`src/rtl/fetch_decode_stage_if.sv`:
```
// Fetch/decode stage bus: PC and instruction-memory word in, next-PC and IF/ID bundle out.
// master = surrounding pipeline (PC register, hazard unit, IMem); slave = the stage.
interface fetch_decode_stage_if #(
  parameter int WORD_W = 16,
  parameter int PC_W   = 32
);
  logic [PC_W-1:0]     PcIn;
  logic [WORD_W-1:0]   IMemWord;
  logic                Stall;
  logic                Flush;
  logic [PC_W-1:0]     PcNext;
  logic [2*WORD_W-1:0] InstrOut;
  logic [PC_W-1:0]     InstrPc;
  logic                Valid;
  logic                ImmPending;

  modport master (
    output PcIn, IMemWord, Stall, Flush,
    input  PcNext, InstrOut, InstrPc, Valid, ImmPending
  );

  modport slave (
    input  PcIn, IMemWord, Stall, Flush,
    output PcNext, InstrOut, InstrPc, Valid, ImmPending
  );
endinterface

```
`src/rtl/fetch_decode_stage.sv`:
```
// IF/ID stage: fetches one 16-bit word per cycle and assembles one- or two-word
// instructions into a registered 32-bit bundle. Holds on Stall, squashes on Flush.
module fetch_decode_stage #(
  parameter int                WORD_W       = 16,
  parameter int                PC_W         = 32,
  parameter int                IMM_FLAG_BIT = 15,
  parameter logic [WORD_W-1:0] NOP_WORD     = '0
) (
  input logic                 Clk,
  input logic                 Rst,
  fetch_decode_stage_if.slave bus
);
  typedef enum logic {FETCH_OP = 1'b0, FETCH_IMM = 1'b1} state_t;

  state_t              state;
  logic [WORD_W-1:0]   op_word;
  logic [PC_W-1:0]     op_pc;
  logic [2*WORD_W-1:0] instr;
  logic [PC_W-1:0]     instr_pc;
  logic                valid;
  logic                imm_pending;

  // Sequential next-PC only; redirects are resolved in the PC register itself.
  assign bus.PcNext = bus.Stall ? bus.PcIn : bus.PcIn + PC_W'(1);

  always_ff @(posedge Clk) begin
    if (Rst) begin
      state       <= FETCH_OP;
      op_word     <= '0;
      op_pc       <= '0;
      instr       <= {NOP_WORD, {WORD_W{1'b0}}};
      instr_pc    <= '0;
      valid       <= 1'b0;
      imm_pending <= 1'b0;
    end else if (bus.Flush) begin
      // The word on IMemWord this cycle belongs to the squashed path; drop it.
      state       <= FETCH_OP;
      op_word     <= '0;
      instr       <= {NOP_WORD, {WORD_W{1'b0}}};
      valid       <= 1'b0;
      imm_pending <= 1'b0;
    end else if (!bus.Stall) begin
      case (state)
        FETCH_OP: begin
          if (bus.IMemWord[IMM_FLAG_BIT]) begin
            op_word     <= bus.IMemWord;
            op_pc       <= bus.PcIn;
            instr       <= {NOP_WORD, {WORD_W{1'b0}}};
            valid       <= 1'b0;
            imm_pending <= 1'b1;
            state       <= FETCH_IMM;
          end else begin
            instr    <= {bus.IMemWord, {WORD_W{1'b0}}};
            instr_pc <= bus.PcIn;
            valid    <= 1'b1;
          end
        end
        FETCH_IMM: begin
          // Immediate word is taken verbatim, its flag bit is not inspected.
          instr       <= {op_word, bus.IMemWord};
          instr_pc    <= op_pc;
          valid       <= 1'b1;
          imm_pending <= 1'b0;
          state       <= FETCH_OP;
        end
        default: state <= FETCH_OP;
      endcase
    end
  end

  assign bus.InstrOut   = instr;
  assign bus.InstrPc    = instr_pc;
  assign bus.Valid      = valid;
  assign bus.ImmPending = imm_pending;
endmodule
```
`src/flat_wrapper.sv`:
```
// flat-port wrapper written by rule: the top's interface ports become plain ports
module fetch_decode_stage_flat 
#(
  parameter int                WORD_W       = 16,
  parameter int                PC_W         = 32,
  parameter int                IMM_FLAG_BIT = 15,
  parameter logic [WORD_W-1:0] NOP_WORD     = '0
)
  (Clk, Rst, bus_PcIn, bus_IMemWord, bus_Stall, bus_Flush, bus_PcNext, bus_InstrOut, bus_InstrPc, bus_Valid, bus_ImmPending);
  fetch_decode_stage_if #(.WORD_W(WORD_W), .PC_W(PC_W)) bus_i ();
  input logic Clk;
  input logic Rst;
  input wire logic [$bits(bus_i.PcIn)-1:0] bus_PcIn;
  input wire logic [$bits(bus_i.IMemWord)-1:0] bus_IMemWord;
  input wire logic [$bits(bus_i.Stall)-1:0] bus_Stall;
  input wire logic [$bits(bus_i.Flush)-1:0] bus_Flush;
  output wire logic [$bits(bus_i.PcNext)-1:0] bus_PcNext;
  output wire logic [$bits(bus_i.InstrOut)-1:0] bus_InstrOut;
  output wire logic [$bits(bus_i.InstrPc)-1:0] bus_InstrPc;
  output wire logic [$bits(bus_i.Valid)-1:0] bus_Valid;
  output wire logic [$bits(bus_i.ImmPending)-1:0] bus_ImmPending;
  assign bus_i.PcIn = bus_PcIn;
  assign bus_i.IMemWord = bus_IMemWord;
  assign bus_i.Stall = bus_Stall;
  assign bus_i.Flush = bus_Flush;
  assign bus_PcNext = bus_i.PcNext;
  assign bus_InstrOut = bus_i.InstrOut;
  assign bus_InstrPc = bus_i.InstrPc;
  assign bus_Valid = bus_i.Valid;
  assign bus_ImmPending = bus_i.ImmPending;
  fetch_decode_stage #(.WORD_W(WORD_W), .PC_W(PC_W), .IMM_FLAG_BIT(IMM_FLAG_BIT), .NOP_WORD(NOP_WORD)) u_core (.Clk(Clk), .Rst(Rst), .bus(bus_i));
endmodule
```
`config.mk`:
```
export PLATFORM = sky130hd
export DESIGN_NAME = fetch_decode_stage_flat
export DESIGN_NICKNAME = d
export VERILOG_FILES = /design/src/rtl/fetch_decode_stage_if.sv /design/src/rtl/fetch_decode_stage.sv /design/src/flat_wrapper.sv
export SDC_FILE = /design/constraint.sdc
export NUM_CORES = 1
export LEC_CHECK = 0
export CAP_MARGIN = 20
export CORE_UTILIZATION = 45
export DETAILED_ROUTE_END_ITERATION = 6
export PLACE_DENSITY = 0.77
export SETUP_SLACK_MARGIN = 0.4
export SLEW_MARGIN = 30
export SYNTH_ARGS = -nofsm -noshare
export SYNTH_HDL_FRONTEND = slang
export SYNTH_SLANG_ARGS = --single-unit
```
`constraint.sdc`:
```
create_clock -name Clk -period 2.37 [get_ports Clk]
set_input_delay 0.474 -clock Clk [delete_from_list [all_inputs] [get_ports Clk]]
set_output_delay 0.474 -clock Clk [all_outputs]
set_load 0.05 [all_outputs]
```
Yosys cells after proc, flatten, opt, wreduce, memory -nomap -nowiden
Cells that the tools add are included.
{ "word_totals": {"wordCells": 29, "output_inout_bits": 98, "ff_bits": 115, "input_bits": 52} }
{ "classes": {"muxes": 11, "eq_ne": 2, "n_reduce_logical": 5, "addsub": 1, "n_bitwise": 3} }
{ "ops": {"columns": ["operator", "count"], "rows": [
  ["32-bit one-hot mux with 2 select lines", 2],
  ["32-bit 2-to-1 mux", 2],
  ["32-bit by 1-bit adder with 32-bit output, second input constant", 1],
  ["31-bit 2-to-1 mux", 1],
  ["1-bit one-hot mux with 2 select lines", 3],
  ["3-bit AND reduction", 2],
  ["2-bit inequality test, second input constant", 2],
  ["4-bit AND reduction", 1],
  ["1-bit 2-to-1 mux", 3],
  ["1-bit inverter", 3],
  ["2-bit AND reduction", 1],
  ["2-bit OR reduction", 1]
]} }

Longest topological paths before layout
Gate-level depths: netlist (run 1).
{ "depth": {"ltp_word": 3, "depth_mapped": 7, "depth_no_buf": 5} }

Worst setup path before layout (run 1)
OpenSTA, ideal clock, no wires.
{ "synth_timing": {"path_type": "input -> output", "start": "in bus_PcIn[0]", "end": "out bus_PcNext[28]", "slack_ns": -0.495, "required_ns": 1.896, "path_buffers": 2, "arrival_time_ns": 2.391, "cell_stages": 7, "path_cell_list": "ha_1 -> clkbuf_1 -> nand4_1 -> or3_1 -> buf_6 -> nor4_2 -> xor2_1"} }
{ "synth_between": {"elab_chain_cells": 2} }
{ "synth_lines": {"columns": ["element", "line", "source"], "rows": [
  ["start, declared", "flat_wrapper.sv:13", "input wire logic [$bits(bus_i.PcIn)-1:0] bus_PcIn;"],
  ["32-bit by 1-bit adder with 32-bit output", "fetch_decode_stage.sv:24", "assign bus.PcNext = bus.Stall ? bus.PcIn : bus.PcIn + PC_W'(1);"],
  ["32-bit 2-to-1 mux", "fetch_decode_stage.sv:24", null],
  ["end, declared", "flat_wrapper.sv:17", "output wire logic [$bits(bus_i.PcNext)-1:0] bus_PcNext;"]
]} }
Every way passes these cells.

Final worst setup path (run 1)
{ "layout_timing": {"start": "in bus_Stall", "end": "out bus_PcNext[18]"} }
{ "layout_between": {"elab_chain_cells": 1} }
{ "layout_lines": {"columns": ["element", "line", "source"], "rows": [
  ["start, declared", "flat_wrapper.sv:15", "input wire logic [$bits(bus_i.Stall)-1:0] bus_Stall;"],
  ["32-bit 2-to-1 mux", "fetch_decode_stage.sv:24", null]
]} }
Every way passes these cells.

==> results of run 1 <==
[power by group]
| group | switching (mW) | internal (mW) | total [mW] | leakage (nW) |
|---|---|---|---|---|
| clock network | 0.874 | 1.65 | 2.52 | 0.281 |
| registers | 0.0391 | 2.00 | 2.04 | 0.935 |
| logic | 0.628 | 0.443 | 1.07 | 2.53 |
| total | 1.54 | 4.09 | 5.63 | 3.74 |
[synthesized netlist by cell type (all sizes together)]
library cell,instances
a211oi,32
a21oi,84
a22oi,12
and2,5
and3,2
and4,5
and4b,1
buf,17
clkbuf,33
dfxtp,115
ha,1
inv,2
mux2,1
mux2i,32
nand2,126
nand2b,3
nand3,11
nand4,10
nand4b,1
nor2,77
nor2b,4
nor3,5
nor3b,2
nor4,7
or2,1
or3,1
or3b,16
xnor2,18
xor2,13
[per-layer routing]
layer,vias to the layer above,track usage,wire [um]
met5,-,0,0
met4,0,0.115,493
met3,48,0.0717,1150
met2,218,0.506,9110
met1,2576,0.334,6760
li1,2566,-,-
[sequential cells by signal, indices dropped and copies added (netlist names)]
name / count
u_core.state: 1
u_core.bus.InstrPc: 32
u_core.op_word: 16
u_core.bus.InstrOut: 32
u_core.bus.Valid: 1
u_core.bus.ImmPending: 1
u_core.op_pc: 32
[what timing repair did]
action | 4_1_cts | 5_1_grt
gates resized for setup | 205 | 30
hold buffers | 0 | 0
buffers inserted | 6 | 6
endpoints found under the setup margin | 98 | 32
pin swaps | 47 | 21
[through the flow]
step	util	setup TNS [ns]	std cells
after floorplan	-	-0.0615	637
after global placement	0.725	-12.45	944
after detailed placement	0.725	-12.94	944
after CTS	0.783	-0.670	981
after global routing	0.792	-0.880	987
final	0.793	-0.473	988
[cell families (layout without fill, tap and decap cells)]
group	count (synthesis)	in the layout	synth area share
xor+xnor	31	31	0.0519
buf+inv	52	259	0.0435
other cells	0	1	0
compound gates	128	128	0.143
simple gates	277	277	0.255
fa+ha+maj	1	1	0.00239
flops	115	115	0.440
mux	33	33	0.0634
[worst max-delay path, delay by kind of cell]
kind	cells	cell delay, ns
xor gates and xnor gates	1	0.18
and+or+nand+nor	3	0.77
buffers and inverters	4	0.54
[final cells by class]
cell class / count / area share
tap: 143 / 0.0199
sequential: 115 / 0.256
inverter: 2 / 0.000833
multi-input combinational: 470 / 0.391
clock buffer: 23 / 0.0542
timing repair buffer: 226 / 0.267
clock inverter: 8 / 0.0112
antenna: 1 / 0.000278
[cells in the final DEF, fill, tap and decap left out, types with 9 or more instances in the layout]
cell               n
a211oi_1          32
a21oi_1           84
a22oi_1           12
buf_12            37
buf_2              9
buf_4             53
buf_6             31
clkbuf_16         17
clkdlybuf4s50_1   18
dfxtp_1          114
dlygate4sd2_1     69
mux2i_1           32
nand2_1          122
nor2_1            73
or3b_2            15
xnor2_4           15
xor2_4            12
[worst paths after layout]
check	from	endpoint	slack [ns]	depth (start not counted)
worst max-delay path	bus_Stall	bus_PcNext[18]	-0.09	8
worst min-delay path	bus_PcIn[4]	u_core.op_pc[4]	0.33	3
worst max register to register	u_core.state	u_core.bus.InstrPc[20]	0.60	3
worst min register to register	u_core.op_pc[17]	u_core.op_pc[17]	0.45	2
==> qor.csv, run 1 <==
stage,metric,value,unit
route,via density per instance,5.47,
floorplanning,Die H,110,um
status,violated checks,setup timing,
cells_and_area,register area,2310,um2
setup_path,CP Class,input pin to output port,
timing,Final Critical Period,2.46,ns
place,gpl congestion,0.832,
synth,"Seq/Total Area, Yosys",0.440,
floorplanning,DIE AREA,12100,um2
clock_network,Sinks on Clock Net,115,
cells_and_area,Layout fillers,718,
grt,first-pass GRT wire length,26200,um
setup_path,CP Capture Type,output port,
clock_network,H-tree lvl count,4,
cells_and_area,fraction of layout instances using a drive strength above 1,0.303,
synth,post-synth top area cell,dfxtp_1,
synth,Post-Syn Nets,690,
floorplanning,starting density of the core,0.460,
flow_run,max-cap viol count,0,
timing,final setup vio count,8,
setup_path,worst-path cell chain,buf_6 > nand4b_4 > or3_1 > buf_6 > buf_12 > nor3_4 > xor2_4 > buf_12,
clock_network,CTS Root Cell,clkbuf_16,
grt,initial antenna violation count,1,
route,via count,5408,
timing,Final Hold Vio Count,0,
route,WL final,17500,um
power_and_ir_drop,VDD IR-drop max,0.640,mV
floorplanning,I/O pin count,150,
cells_and_area,Final nets,885,
grt,number of global-route vias before repair,5227,
route,drt drc,0,
timing,fin crit share,1.04,
setup_path,CP max FO,5,
setup_path,"Largest stage delay, worst path",0.41,ns
route,post-route ant nets,0,
cells_and_area,fin area,9010,um2
route,wire per inst,17.7,um
floorplanning,DIE WIDTH,110,um
grt,GRT Overall Usage,0.288,
clock_network,CTS tree,yes,
clock_network,worst skew pair latency,0.42,ns
timing,worst slew pin tran,0.682,ns
clock_network,clk buf depth,2,
worst_hold_path,Hold Crit Class,input pin to flop,
route,first-iteration detailed-routing DRC count,388,
setup_path,CP startpoint kind,input pin,
floorplanning,core box area,11400,um2
clock_network,Worst-path clk slew,0.05,ns
place,Area after DPL,8240,um2
power_and_ir_drop,leakage power,3.74,nW
clock_network,CTS Buf Count,17,
synth,Yosys cell types,39,
place,Port Buffers,149,
synth,number of synthesized register bits,115,
timing,WHS,0.326,ns
synth,Synth Area per Inst,8.21,um2
cells_and_area,area of the multi-input gates,3520,um2
status,outcome,"complete, but fails checks",
power_and_ir_drop,Tot Pwr,5.63,mW
synth,Mapped Area,5230,um2
synth,Post-Synthesis Cells,637,
grt,largest net degree at the start of global routing,65,
setup_path,"slowest stage cell, crit path",or3_1,
timing,RSZ-0062 raised after global routing,yes,
place,HPWL Detailed,11300,um
timing,achievable clock frequency,406,MHz
synth,largest cells by area after synthesis,"dfxtp_1, nand2_1, a21oi_1",
timing,Slew HR,0.546,
floorplanning,row count,39,
grt,global route overflow,0,
place,DP Worst Slack,-0.615,ns
power_and_ir_drop,power per cell area,625,nW/um2
setup_path,"Req. time, crit path",1.90,ns
synth,yosys warns,0,
timing,max-slew violations,0,
setup_path,Critical Path AT,1.99,ns
route,DRT Pass-1 Iters,5,
cells_and_area,Area Growth Syn to Fin,72.2,%
timing,setup ws final,-0.0902,ns
synth,post-synth top area share,0.440,
timing,final setup skew,0.00903,ns
Power figures use the tool's default switching activity.
==> run 2: changes to the inputs <==
--- a/config.mk
+++ b/config.mk
@@ -10,7 +10,7 @@
 export DETAILED_ROUTE_END_ITERATION = 6
 export PLACE_DENSITY = 0.77
 export SETUP_SLACK_MARGIN = 0.4
-export SLEW_MARGIN = 30
+export SLEW_MARGIN = 10
 export SYNTH_ARGS = -nofsm -noshare
 export SYNTH_HDL_FRONTEND = slang
 export SYNTH_SLANG_ARGS = --single-unit
==> constraint.sdc (replaced) <==
create_clock -name Clk -period 2.37 [get_ports Clk]
set_input_delay 0.3555 -clock Clk [delete_from_list [all_inputs] [get_ports Clk]]
set_output_delay 0.3555 -clock Clk [all_outputs]
set_load 0.05 [all_outputs]
==> qor.csv, run 2 (synthesized netlist as in run 1, its figures left out) <==
stage,metric,value,unit,change
clock_network,Sinks on Clock Net,115,,unchanged
floorplanning,Die H,110,um,unchanged
route,first-iteration detailed-routing DRC count,308,,was 388
place,Port Buffers,149,,unchanged
floorplanning,row count,39,,unchanged
cells_and_area,fraction of layout instances using a drive strength above 1,0.292,,was 0.303
floorplanning,starting density of the core,0.460,,unchanged
worst_hold_path,hold_sp,bus_PcIn[6],,was bus_PcIn[4]
timing,fin crit share,0.932,,was 1.04
timing,achievable clock frequency,453,MHz,was 406 MHz
setup_path,CP max FO,8,,was 5
route,via density per instance,5.43,,was 5.47
timing,Final Critical Period,2.21,ns,was 2.46 ns
grt,first-pass GRT wire length,25800,um,"was 26,200 um"
cells_and_area,"commonest non-fill, non-tap cell in the layout",nand2_1,,unchanged
route,wire per inst,16.7,um,was 17.7 um
timing,max-slew violations,0,,unchanged
setup_path,Critical Path AT,1.85,ns,was 1.99 ns
timing,Slew HR,0.372,,was 0.546
cells_and_area,fin area,8910,um2,was 9010 um2
setup_path,R2R cell count,3,,unchanged
clock_network,CTS tree,yes,,unchanged
timing,WHS,0.295,ns,was 0.326 ns
clock_network,worst skew pair latency,0.41,ns,was 0.42 ns
setup_path,worst reg-to-reg setup slack,0.73,ns,was 0.60 ns
route,WL final,16500,um,"was 17,500 um"
timing,worst slew pin tran,0.942,ns,was 0.682 ns
place,DP Worst Slack,-0.324,ns,was -0.615 ns
floorplanning,core box area,11400,um2,unchanged
grt,initial antenna violation count,1,,unchanged
clock_network,clk buf depth,2,,unchanged
setup_path,CP Capture Type,output port,,unchanged
timing,final setup skew,0.00593,ns,was 0.00903 ns
setup_path,CP Class,input pin to output port,,unchanged
grt,GRT Overall Usage,0.280,,was 0.288
place,HPWL Detailed,10800,um,"was 11,300 um"
setup_path,"Largest stage delay, worst path",0.41,ns,about the same
setup_path,reg2reg end,u_core.bus.InstrPc[21],,was u_core.bus.InstrPc[20]
floorplanning,DIE AREA,12100,um2,unchanged
power_and_ir_drop,leakage power,3.50,nW,was 3.74 nW
cells_and_area,Area Growth Syn to Fin,70.3,%,was 72.2%
flow_run,max-cap viol count,0,,unchanged
grt,number of global-route vias before repair,5099,,"was 5,227"
setup_path,"Req. time, crit path",2.01,ns,was 1.90 ns
status,outcome,"complete, no violations",,"was complete, but fails checks"
clock_network,Worst-path clk slew,0.05,ns,about the same
worst_hold_path,Hold Crit Class,input pin to flop,,unchanged
clock_network,CTS Buf Count,17,,unchanged
floorplanning,I/O pin count,150,,unchanged
power_and_ir_drop,power per cell area,618,nW/um2,was 625 nW/um2
clock_network,CTS Root Cell,clkbuf_16,,unchanged
setup_path,CP startpoint kind,input pin,,unchanged
setup_path,"slowest stage cell, crit path",or3_4,,was or3_1
route,DRT Pass-1 Iters,4,,was 5
floorplanning,DIE WIDTH,110,um,unchanged
place,Area after DPL,8080,um2,was 8240 um2
timing,Final Hold Vio Count,0,,unchanged
power_and_ir_drop,VDD IR-drop max,0.519,mV,was 0.640 mV
timing,RSZ-0062 raised after global routing,yes,,unchanged
grt,global route overflow,0,,unchanged
route,via count,5378,,"was 5,408"
cells_and_area,"commonest non-fill, non-tap cells in the layout","nand2_1, dfxtp_1, a21oi_1",,unchanged
clock_network,H-tree lvl count,4,,unchanged
cells_and_area,Final nets,887,,was 885
place,gpl congestion,0.817,,was 0.832
grt,largest net degree at the start of global routing,65,,unchanged
worst_hold_path,hold endpoint,u_core.op_pc[6],,was u_core.op_pc[4]
route,drt drc,0,,unchanged
timing,setup ws final,0.160,ns,was -0.0902 ns
timing,final setup vio count,0,,was 8
route,post-route ant nets,0,,unchanged
setup_path,worst-path cell chain,buf_8 > nand4b_4 > or3_4 > buf_12 > buf_6 > nor2_4 > buf_6 > xor2_4 > buf_12,,was buf_6 > nand4b_4 > or3_1 > buf_6 > buf_12 > nor3_4 > xor2_4 > buf_12
worst_hold_path,worst hold path depth,3,,unchanged
setup_path,reg-to-reg critical path startpoint,u_core.state,,unchanged
-- run 2: metal layers --
layer / GRT usage / up-vias / share of wire
li1: - / 2573 / -
met4: 0.107 / 0 / 0.023
met3: 0.0622 / 32 / 0.050
met5: 0 / - / 0
met2: 0.475 / 165 / 0.51
met1: 0.345 / 2608 / 0.42
-- run 2: final cells by class --
class | count | area (um2)
inverter | 2 | 7.51
clock buffer | 22 | 454
sequential | 115 | 2310
clock inverter | 10 | 109
fill | 715 | 2460
timing repair buffer | 228 | 2460
antenna | 1 | 2.50
multi-input combinational | 470 | 3390
tap | 143 | 179
-- run 2: worst max path at each step --
stage | startpoint | end | slack, ns | depth (start not counted)
after floorplan | bus_Stall | bus_PcNext[24] | 0.20 | 6
after global placement | bus_PcIn[0] | bus_PcNext[24] | -0.29 | 8
after detailed placement | bus_PcIn[0] | bus_PcNext[24] | -0.32 | 8
after CTS | bus_Stall | bus_PcNext[28] | 0.14 | 7
after global routing | bus_PcIn[0] | bus_PcNext[16] | 0.12 | 10
final | bus_Stall | bus_PcNext[16] | 0.16 | 9
-- run 2: timing repair --
action,4_1_cts,5_1_grt
pin swaps,32,23
resized for setup,124,33
endpoints found under the setup margin,31,32
setup buffers,12,4
hold buffers,0,0
-- run 2: critical path, delay by kind of cell --
kind	cells	cell delay (ns)
and+or+nand+nor	3	0.69
xor gates and xnor gates	1	0.16
buffers and inverters	5	0.64
-- run 2: where the power goes --
part | leakage, nW | total (mW) | switching, mW | internal (mW)
logic | 2.29 | 1.05 | 0.606 | 0.449
registers | 0.935 | 2.04 | 0.0397 | 2.00
clock network | 0.274 | 2.42 | 0.853 | 1.56
-- run 2: per-stage QoR --
stage | cells | utilization | power (mW) | TNS [ns]
floorplan | 637 | - | 2.62 | 0
global placement | 942 | 0.711 | 3.09 | -4.15
detailed placement | 942 | 0.711 | 3.11 | -4.79
CTS | 986 | 0.775 | 5.53 | 0
global route | 991 | 0.784 | 5.70 | 0
finish | 991 | 0.784 | 5.51 | 0
==> run 3: changes to the inputs <==
--- a/config.mk
+++ b/config.mk
@@ -5,7 +5,7 @@
 export SDC_FILE = /design/constraint.sdc
 export NUM_CORES = 1
 export LEC_CHECK = 0
-export CAP_MARGIN = 20
+export CAP_MARGIN = 25
 export CORE_UTILIZATION = 45
 export DETAILED_ROUTE_END_ITERATION = 6
 export PLACE_DENSITY = 0.77
==> results of run 3 <==
Same layout as run 2: the final DEF is identical, and so are final timing and power.
